$ cat config.mk
export PLATFORM = sky130hd
export DESIGN_NAME = nes_button_events
export DESIGN_NICKNAME = d
export VERILOG_FILES = /design/src/rtl/nes_button_events.sv
export SDC_FILE = /design/constraint.sdc
export NUM_CORES = 1
export LEC_CHECK = 0
export CORE_ASPECT_RATIO = 0.6
export CORE_MARGIN = 3
export CORE_UTILIZATION = 57
export CTS_CLUSTER_SIZE = 12
export DETAILED_ROUTE_END_ITERATION = 6
export PLACE_DENSITY = 0.78
export SLEW_MARGIN = 20
export SYNTH_ARGS = -nofsm -noshare
export SYNTH_HDL_FRONTEND = slang
export SYNTH_SLANG_ARGS = --single-unit
$ cat constraint.sdc
create_clock -name clk -period 3.31 [get_ports clk]
set_clock_uncertainty 0.2 [all_clocks]
set_input_delay 0.662 -clock clk [delete_from_list [all_inputs] [get_ports clk]]
set_output_delay 0.662 -clock clk [all_outputs]
set_load 0.01 [all_outputs]
$ cat src/rtl/nes_button_events.sv
// nes_button_events: polls an NES controller reader and turns snapshot changes into a press/release event FIFO
module nes_button_events #(
  parameter int CYCLES_PER_POLL = 416667,
  parameter int TIMEOUT_CYCLES  = 4096
) (
  input  logic       clk,
  input  logic       i_rst,
  output logic       o_read_buttons,
  input  logic       i_valid,
  input  logic [7:0] i_buttons,
  output logic [7:0] o_state,
  output logic       o_event_valid,
  input  logic       i_event_ready,
  output logic [2:0] o_event_button,
  output logic       o_event_pressed,
  output logic       o_overflow,
  output logic       o_timeout
);
  localparam int PW = $clog2(CYCLES_PER_POLL);
  localparam int TW = $clog2(TIMEOUT_CYCLES);
  typedef enum logic [1:0] {IDLE, REQUEST, COLLECT, DIFF} state_t;
  state_t fsm_q, fsm_d;
  logic [PW-1:0] poll_q, poll_d;
  logic [TW-1:0] tcnt_q, tcnt_d;
  logic [7:0] snap_q, snap_d, mask_q, mask_d, btn_q, btn_d;
  logic [2:0] idx_q, idx_d, cnt_q;
  logic [1:0] rd_q, wr_q;
  logic [3:0] mem_q [4];
  logic pend_q, pend_d, tout_q, tout_d, ovf_q, wrap, push, pop, acc;
  logic [3:0] push_data;
  assign wrap = poll_q == PW'(CYCLES_PER_POLL - 1);
  assign poll_d = wrap ? '0 : poll_q + PW'(1);
  assign push_data = {idx_q, snap_q[idx_q]};
  always_comb begin
    fsm_d = fsm_q;
    pend_d = pend_q | wrap;
    tcnt_d = tcnt_q;
    snap_d = snap_q;
    mask_d = mask_q;
    idx_d = idx_q;
    btn_d = btn_q;
    tout_d = 1'b0;
    push = 1'b0;
    case (fsm_q)
      IDLE: if (pend_q) begin
        pend_d = wrap;
        fsm_d = REQUEST;
      end
      REQUEST: begin
        tcnt_d = '0;
        fsm_d = COLLECT;
      end
      COLLECT: if (i_valid) begin
        snap_d = i_buttons;
        mask_d = i_buttons ^ btn_q;
        idx_d = 3'd7;
        fsm_d = DIFF;
      end else if (tcnt_q == TW'(TIMEOUT_CYCLES - 1)) begin
        tout_d = 1'b1;
        fsm_d = IDLE;
      end else begin
        tcnt_d = tcnt_q + TW'(1);
      end
      DIFF: begin
        push = mask_q[idx_q];
        idx_d = idx_q - 3'd1;
        if (idx_q == 3'd0) begin
          btn_d = snap_q;
          fsm_d = IDLE;
        end
      end
      default: fsm_d = IDLE;
    endcase
  end
  // a pop in the same cycle frees a slot, so a push into a full FIFO still lands
  assign pop = o_event_valid & i_event_ready;
  assign acc = push & (~cnt_q[2] | pop);
  always_ff @(posedge clk or posedge i_rst) begin
    if (i_rst) begin
      fsm_q <= IDLE;
      poll_q <= '0;
      pend_q <= 1'b0;
      tcnt_q <= '0;
      snap_q <= '0;
      mask_q <= '0;
      idx_q <= '0;
      btn_q <= '0;
      tout_q <= 1'b0;
      rd_q <= '0;
      wr_q <= '0;
      cnt_q <= '0;
      ovf_q <= 1'b0;
    end else begin
      fsm_q <= fsm_d;
      poll_q <= poll_d;
      pend_q <= pend_d;
      tcnt_q <= tcnt_d;
      snap_q <= snap_d;
      mask_q <= mask_d;
      idx_q <= idx_d;
      btn_q <= btn_d;
      tout_q <= tout_d;
      rd_q <= rd_q + {1'b0, pop};
      wr_q <= wr_q + {1'b0, acc};
      cnt_q <= cnt_q + {2'b0, acc} - {2'b0, pop};
      ovf_q <= ovf_q | (push & cnt_q[2] & ~pop);
    end
  end
  always_ff @(posedge clk) begin
    if (acc) mem_q[wr_q] <= push_data;
  end
  assign o_read_buttons = fsm_q == REQUEST;
  assign o_state = btn_q;
  assign o_event_valid = cnt_q != 3'd0;
  assign o_event_button = o_event_valid ? mem_q[rd_q][3:1] : 3'd0;
  assign o_event_pressed = o_event_valid & mem_q[rd_q][0];
  assign o_overflow = ovf_q;
  assign o_timeout = tout_q;
endmodule

==> flow_summary.yaml <==
status:
  status: "finished, final reports clean"
yosys:
  synth_top_family_by_area: "simple AND/OR/NAND/NOR gates"
  synth_compound_area_share_pct: 8.274
  yosys_warnings: 0
  netlist_area_um2: 4204
  synth-simple-area-share_pct: 16.43
  synth-adder-area-share_pct: 4.643
  synth.distinct_cells: 55
  syn_inst: 359
  synthMuxAreaShare_pct: 9.583
  syn_area_per_cell_um2: 11.71
  synth_edf_count: 16
  ys.flop_type: "dfrtp_1"
  synth_fp_nets: 386
  ys_seq_area_share_pct: 53.10
  async_reset_ff_share_pct: 81.40
  synth_xor_area_share_pct: 5.625
  ys_ff_latch: 86
timing:
  tns_ns: 0
  finalHoldViolations: 0
  timing.hold.ws_ns: 0.2796
  fmax_mhz: 349.4
  grt_setup_unrepaired: "false"
  period_share_pct: 86.47
  min_period_ns: 2.862
  setup_viol: 0
  slew-limit-headroom_pct: 51.10
  worst_slew_pin_slew_ns: 0.7320
  finalMaxSlewViolations: 0
drt:
  vias: 2911
  dr.first_iter.drc_count: 200
  vias_per_cell: 6.002
  ant_nets: 0
  wire_per_inst_um: 17.47
  drc_errors: 0
  dr.pass1.iters: 4
  wl_um: 8471
cts:
  cts_setup_buffers: 0
  insertion_delay_ns: 0.33
  cts_tree: "yes"
  clkSlewWorstSetupHoldPaths_ns: 0.06
  cts_sinks: 86
  cts_buffer_depth: 2
  cts_max_level: 3
  cts_buffers: 9
  cts-root-buf: "clkbuf_16"
  hold_buffers: 0
  cts-resized-gates: 0
setup_path:
  critPathCaptureType: "primary output"
  r2r_end: "cnt_q[2]"
  reg2reg_from: "idx_q[0]"
  worst-r2r-setup-slack_ns: 0.46
  worstSetupStartpointType: "flip-flop"
  critPathRequiredTime_ns: 2.45
  arrival_ns: 2.00
  crit_path_max_fanout: 5
  critPathLaunch: "rd_q[0]"
  reg2reg_depth: 10
  critPathKind: "reg -> out"
min_path:
  min_path_type: "reg -> reg"
  hold_start: "poll_q[0]"
  holdPathStages: 1
  holdPathEnd: "poll_q[0]"
power_and_ir_drop:
  finalPower_uw: 3896
  p_sw_uw: 1203
  power_frac_seq_pct: 40.1
  swShare_pct: 30.88
  intPower_uw: 2693
  ir_worst_vdd_v: 0.0004471
  clockPowerShare_pct: 28.9
  comb_power_share_pct: 30.9
  power.leakage_uw: 0.002080
  p_per_area_nw_per_um2: 789.3
finish:
  area_delta_synth_final_pct: 17.41
  fin_nets: 420
  fin_area_um2: 4936
  num-fill-cells: 492
  multi_input_area_um2: 1873
  register_area_um2: 2232
  drive_gt1_share_pct: 14.32
  diodes: 0
floorplanning:
  fp.dieW_um: 116.9
  fp.dieH_um: 72.53
  coreArea_um2: 6907
  io_pins: 28
  start_util_pct: 60.87
  die_area_um2: 8476
  row_count: 23
grt:
  grt_pass1_wl_um: 14790
  grt_use_total_pct: 22.85
  grt_max_degree: 49
  grt_pass1_vias: 2891
  grt.overflow.total: 0
  antenna_found_initial: 0
placed_design:
  gp_congestion: 0.8953
  placed_cell_area_um2: 4602
  io_buffer_count: 27
  dpl.hpwl_um: 5769
flow_run:
  maxCapViolations: 0
## Yosys cell counts (all sizes together) (3+ instances only)
| cell | number | share of area, % |
|---|---|---|
| and2 | 3 | 0.45 |
| nor2b | 5 | 0.74 |
| nand3b | 4 | 0.71 |
| nand4 | 9 | 1.3 |
| xor2 | 10 | 2.1 |
| edfxtp | 16 | 11 |
| o211ai | 3 | 0.54 |
| or3 | 6 | 0.89 |
| xnor2 | 17 | 3.5 |
| and4 | 3 | 0.65 |
| nand3 | 20 | 2.7 |
| a21oi | 11 | 1.3 |
| mux4 | 8 | 4.3 |
| nand2 | 30 | 2.7 |
| dfrtp | 70 | 42 |
| nor3 | 8 | 0.95 |
| nor2 | 17 | 1.5 |
| ha | 14 | 4.2 |
| nor3b | 3 | 0.54 |
| o21ai | 17 | 2.0 |
| clkbuf | 7 | 0.63 |
| a31oi | 3 | 0.45 |
| buf | 4 | 0.48 |
| inv | 14 | 1.2 |
| nand2b | 3 | 0.45 |
| mux2 | 18 | 4.8 |
| and3 | 6 | 0.92 |
## layout make-up
class / count / area share (%)
clock buffer: 12 / 4.791
clock inverter: 4 / 1.977
inverter: 14 / 1.065
multi-input combinational: 248 / 37.95
sequential: 86 / 45.22
tap: 87 / 2.205
timing repair buffer: 34 / 6.793
## worst max-delay path by stage
stage / to / slack, ns
after floorplan: cnt_q[2] / 0.47
after global placement: cnt_q[2] / 0.44
after detailed placement: cnt_q[2] / 0.31
after CTS: o_event_button[1] / 0.42
after global routing: cnt_q[2] / 0.27
final: o_event_button[1] / 0.45
## flip-flops by register name (all words and copies together), names as in the netlist, 2 cells and up
signal	cells
tcnt_q	12
mem_q	16
mask_q	8
o_state	8
wr_q	2
rd_q	2
fsm_q	2
idx_q	3
poll_q	19
snap_q	8
cnt_q	3
## metrics by stage
stage / worst slack (ns) / std cells / util (%)
4_1_cts: 0.4160 / 485 / 71.47
6_report: 0.4479 / 485 / 71.47
2_1_floorplan: 0.4731 / 359 / -
3_3_place_gp: 0.4424 / 469 / 66.63
3_5_place_dp: 0.3088 / 469 / 66.63
5_1_grt: 0.2713 / 485 / 71.47
## logic make-up (layout without fill, tap and decap cells)
| family | Yosys count | count (layout) |
|---|---|---|
| AND/OR/NAND/NOR | 124 | 124 |
| flip-flops | 86 | 86 |
| AO/OA/AOI/OAI | 54 | 54 |
| multiplexers | 28 | 28 |
| XOR/XNOR | 27 | 27 |
| buffers and inverters | 25 | 64 |
| adder cells (fa/ha/maj) | 15 | 15 |
## worst max-delay path, cell delays in order, from the launching register on
cell	delay (ns)
dfrtp_1	0.50
mux4_2	0.54
nor2b_1	0.15
clkdlybuf4s50_1	0.47
## power groups by stage
stage               logic, µW  clock network (µW)  registers [µW]
floorplan                 844                   0            1510
global placement         1160                   0            1560
detailed placement       1200                   0            1580
CTS                      1220                1150            1560
global route             1360                1190            1600
finish                   1210                1130            1560
## placed cells by master, fill, tap and decap left out, types with 4 or more instances in the layout
cell type,n
mux4_2,8
mux2_2,18
buf_4,6
nor2b_1,5
o21ai_0,17
nor3_1,8
nand3b_1,4
nand3_1,17
a21oi_1,11
xnor2_1,17
nand4_1,9
clkbuf_16,9
xor2_1,10
edfxtp_1,16
dfrtp_1,70
and3_1,5
or3_1,6
inv_1,13
nor2_1,17
nand2_1,30
clkdlybuf4s50_1,27
ha_1,14
## routing by layer
layer / GRT usage [%] / vias up / part of all wire (%)
li1: - / 1387 / -
met1: 33.37 / 1449 / 48
met2: 34.59 / 64 / 46
met3: 5.250 / 11 / 4.3
met4: 6.616 / 0 / 1.3
met5: 0 / - / 0
(Power assumes the default switching activity.)
==> RTL edit (same settings) <==
Set the parameter `CYCLES_PER_POLL` to 833334 (it was 416667).
--- a/src/rtl/nes_button_events.sv
+++ b/src/rtl/nes_button_events.sv
@@ -1,6 +1,6 @@
 // nes_button_events: polls an NES controller reader and turns snapshot changes into a press/release event FIFO
 module nes_button_events #(
-  parameter int CYCLES_PER_POLL = 416667,
+  parameter int CYCLES_PER_POLL = 833334,
   parameter int TIMEOUT_CYCLES  = 4096
 ) (
   input  logic       clk,
Formal check against the unedited RTL: no difference found for any inputs over 10 cycles, from zero or initial values and one cycle with i_rst high; that may be too few to reach the edited logic, so the function may still have changed.
==> RTL edit against the original RTL <==
Sequential cell count up 1. Design area down 0.35%. Setup slack worse by 0.16 ns. Highest routed layer unchanged. Routed wire length down 5.2%. Total power up 1.6%. Global-route usage down 2.0 points. First-iteration DRC count up 19%. Worst hold slack better by 0.0029 ns. Area after synthesis up 0.65%.
==> RTL edit: results (changes against the original RTL) <==
Run status
  • Status: completed

Synthesis
  • Synth unique cells: 54 (-1.8%)
  • Syn nets: 390 (+1.0%)
  • Synth async-reset ratio: 81.6% (+0.21 points)
  • Synth area leaders: dfrtp_1 (42%), edfxtp_1 (11%), mux2_2 (4.8%)
  • Top post-synthesis cells by count: dfrtp_1 (71), nand2_1 (23), nor2_1 (22)
  • Post-synth EDFFs: 16 (unchanged)
  • Sequential share of the synthesized area: 53.3% (+0.25 points)
  • Mapped Cells: 363 (+1.1%)
  • Primary FF master, synth: dfrtp_1

Route
  • DR WL/cell: 16.0 um (-8.3%)
  • Drt total wl: 8.03 mm (-5.2%)
  • Router iterations before antenna repair: 6 (+2)
  • Initial DRC Count: 238 (+19%)
  • Vias per cell: 5.59 (-6.9%)

Global route
  • First-pass GRT wire length: 13.7 mm (-7.2%)
  • Number of antenna violations at the first check in global routing: 0 (unchanged)
  • Total GRT Usage: 20.9% (-2.0 points)
  • Vias in the first global route: 2,806 (-2.9%)
  • Largest net degree at the start of global routing: 32 (-35%)

Timing
  • Period minus WS final: 3.02 ns (+0.156 ns)
  • Hold_ws: 0.283 ns (+0.00289 ns)
  • Slew HR: 34.2% (-17 points)

Final layout
  • Filler cells: 501 (+1.8%)
  • Seq. cell area: 0.00226 mm^2 (+1.1%)
  • Fraction of layout cells with a size suffix above 1: 14.7% (+0.39 points)
  • Largest registers: poll_q x20, mem_q x16, tcnt_q x12
  • Final nets: 423 (+0.71%)

Placed design
  • Post-placement cell count: 485 (+3.4%)
  • Area post-placement: 0.00464 mm^2 (+0.73%)
  • GP Congestion: 0.839 (-6.3%)
  • Port buffer count: 27 (unchanged)
  • DPL Wire Length: 5.76 mm (-0.15%)
  • Worst slack, placed: 0.222 ns (-0.0871 ns)

Clock network
  • Insertion delay of the later-clocked pin in the worst-skew pair: about 0.34 ns
  • Clock transition at the registers of the reported paths: 0.06 ns (about the same)
  • TritonCTS Buffers: 9 (unchanged)

Min path
  • Min-Delay Path Depth: 2 (+1)
  • HP Start: mask_q[0]
  • Hold Crit Endpoint: mask_q[0]
  • Hold Path Class: register to register

Worst setup path
  • Crit path DAT: 3.07 ns (+1.07 ns)
  • Worst-path fanout max: 10 (+5)
  • CP startpoint: idx_q[0]
  • Reg-to-reg slack, setup: 0.29 ns (-0.17 ns)
  • Worst r2r path cells: 10 (unchanged)

Power and ir drop
  • Lkg Pwr: 2.07 nW (-0.26%)
  • Maximum vdd drop: 0.444 mV (-0.77%)
==> RTL edit: worst max-delay path by stage <==
stage | end | depth (start not counted)
CTS | cnt_q[2] | 10
finish | cnt_q[2] | 10
global placement | cnt_q[2] | 10
global route | cnt_q[2] | 10
detailed placement | cnt_q[2] | 10
floorplan | cnt_q[2] | 11
==> RTL edit: critical path: stages, from the launching register on <==
cell      delay, ns
dfrtp_1        0.60
mux4_2         0.56
nand2b_1       0.20
nand4_2        0.16
ha_1           0.25
inv_1          0.06
ha_1           0.14
inv_1          0.05
fa_1           0.38
xnor2_1        0.19
xnor2_1        0.13
==> RTL edit: logic make-up after synthesis <==
logic type	share of synthesized area [%]
buf+inv	3.10
mux	9.23
flops	53.3
xor+xnor	5.59
fa+ha+maj	4.61
simple gates	14.4
compound gates	9.76
==> RTL edit: area by class of cell <==
| class | count | share of cell area (%) |
|---|---|---|
| flip-flops and latches | 87 | 45.9 |
| multi-input cells | 244 | 37.5 |
| repair buffers | 34 | 6.82 |
| clock buffers | 11 | 4.73 |
| well taps | 100 | 2.54 |
| inverters | 20 | 1.53 |
| clock inverters | 5 | 1.02 |
==> RTL edit: layer usage <==
layer | wire [um] | up-vias | track usage [%]
met2 | 3520 | 60 | 30.5
met3 | 342 | 5 | 6.05
met1 | 4130 | 1369 | 30.6
met5 | 0 | - | 0
li1 | - | 1367 | -
met4 | 36 | 0 | 5.98
==> RTL edit: power breakdown <==
| group | switching, mW | internal, mW | total (mW) |
|---|---|---|---|
| clock network | 0.389 | 0.580 | 0.968 |
| logic | 0.644 | 0.699 | 1.34 |
| registers | 0.267 | 1.38 | 1.65 |
| total | 1.30 | 2.66 | 3.96 |
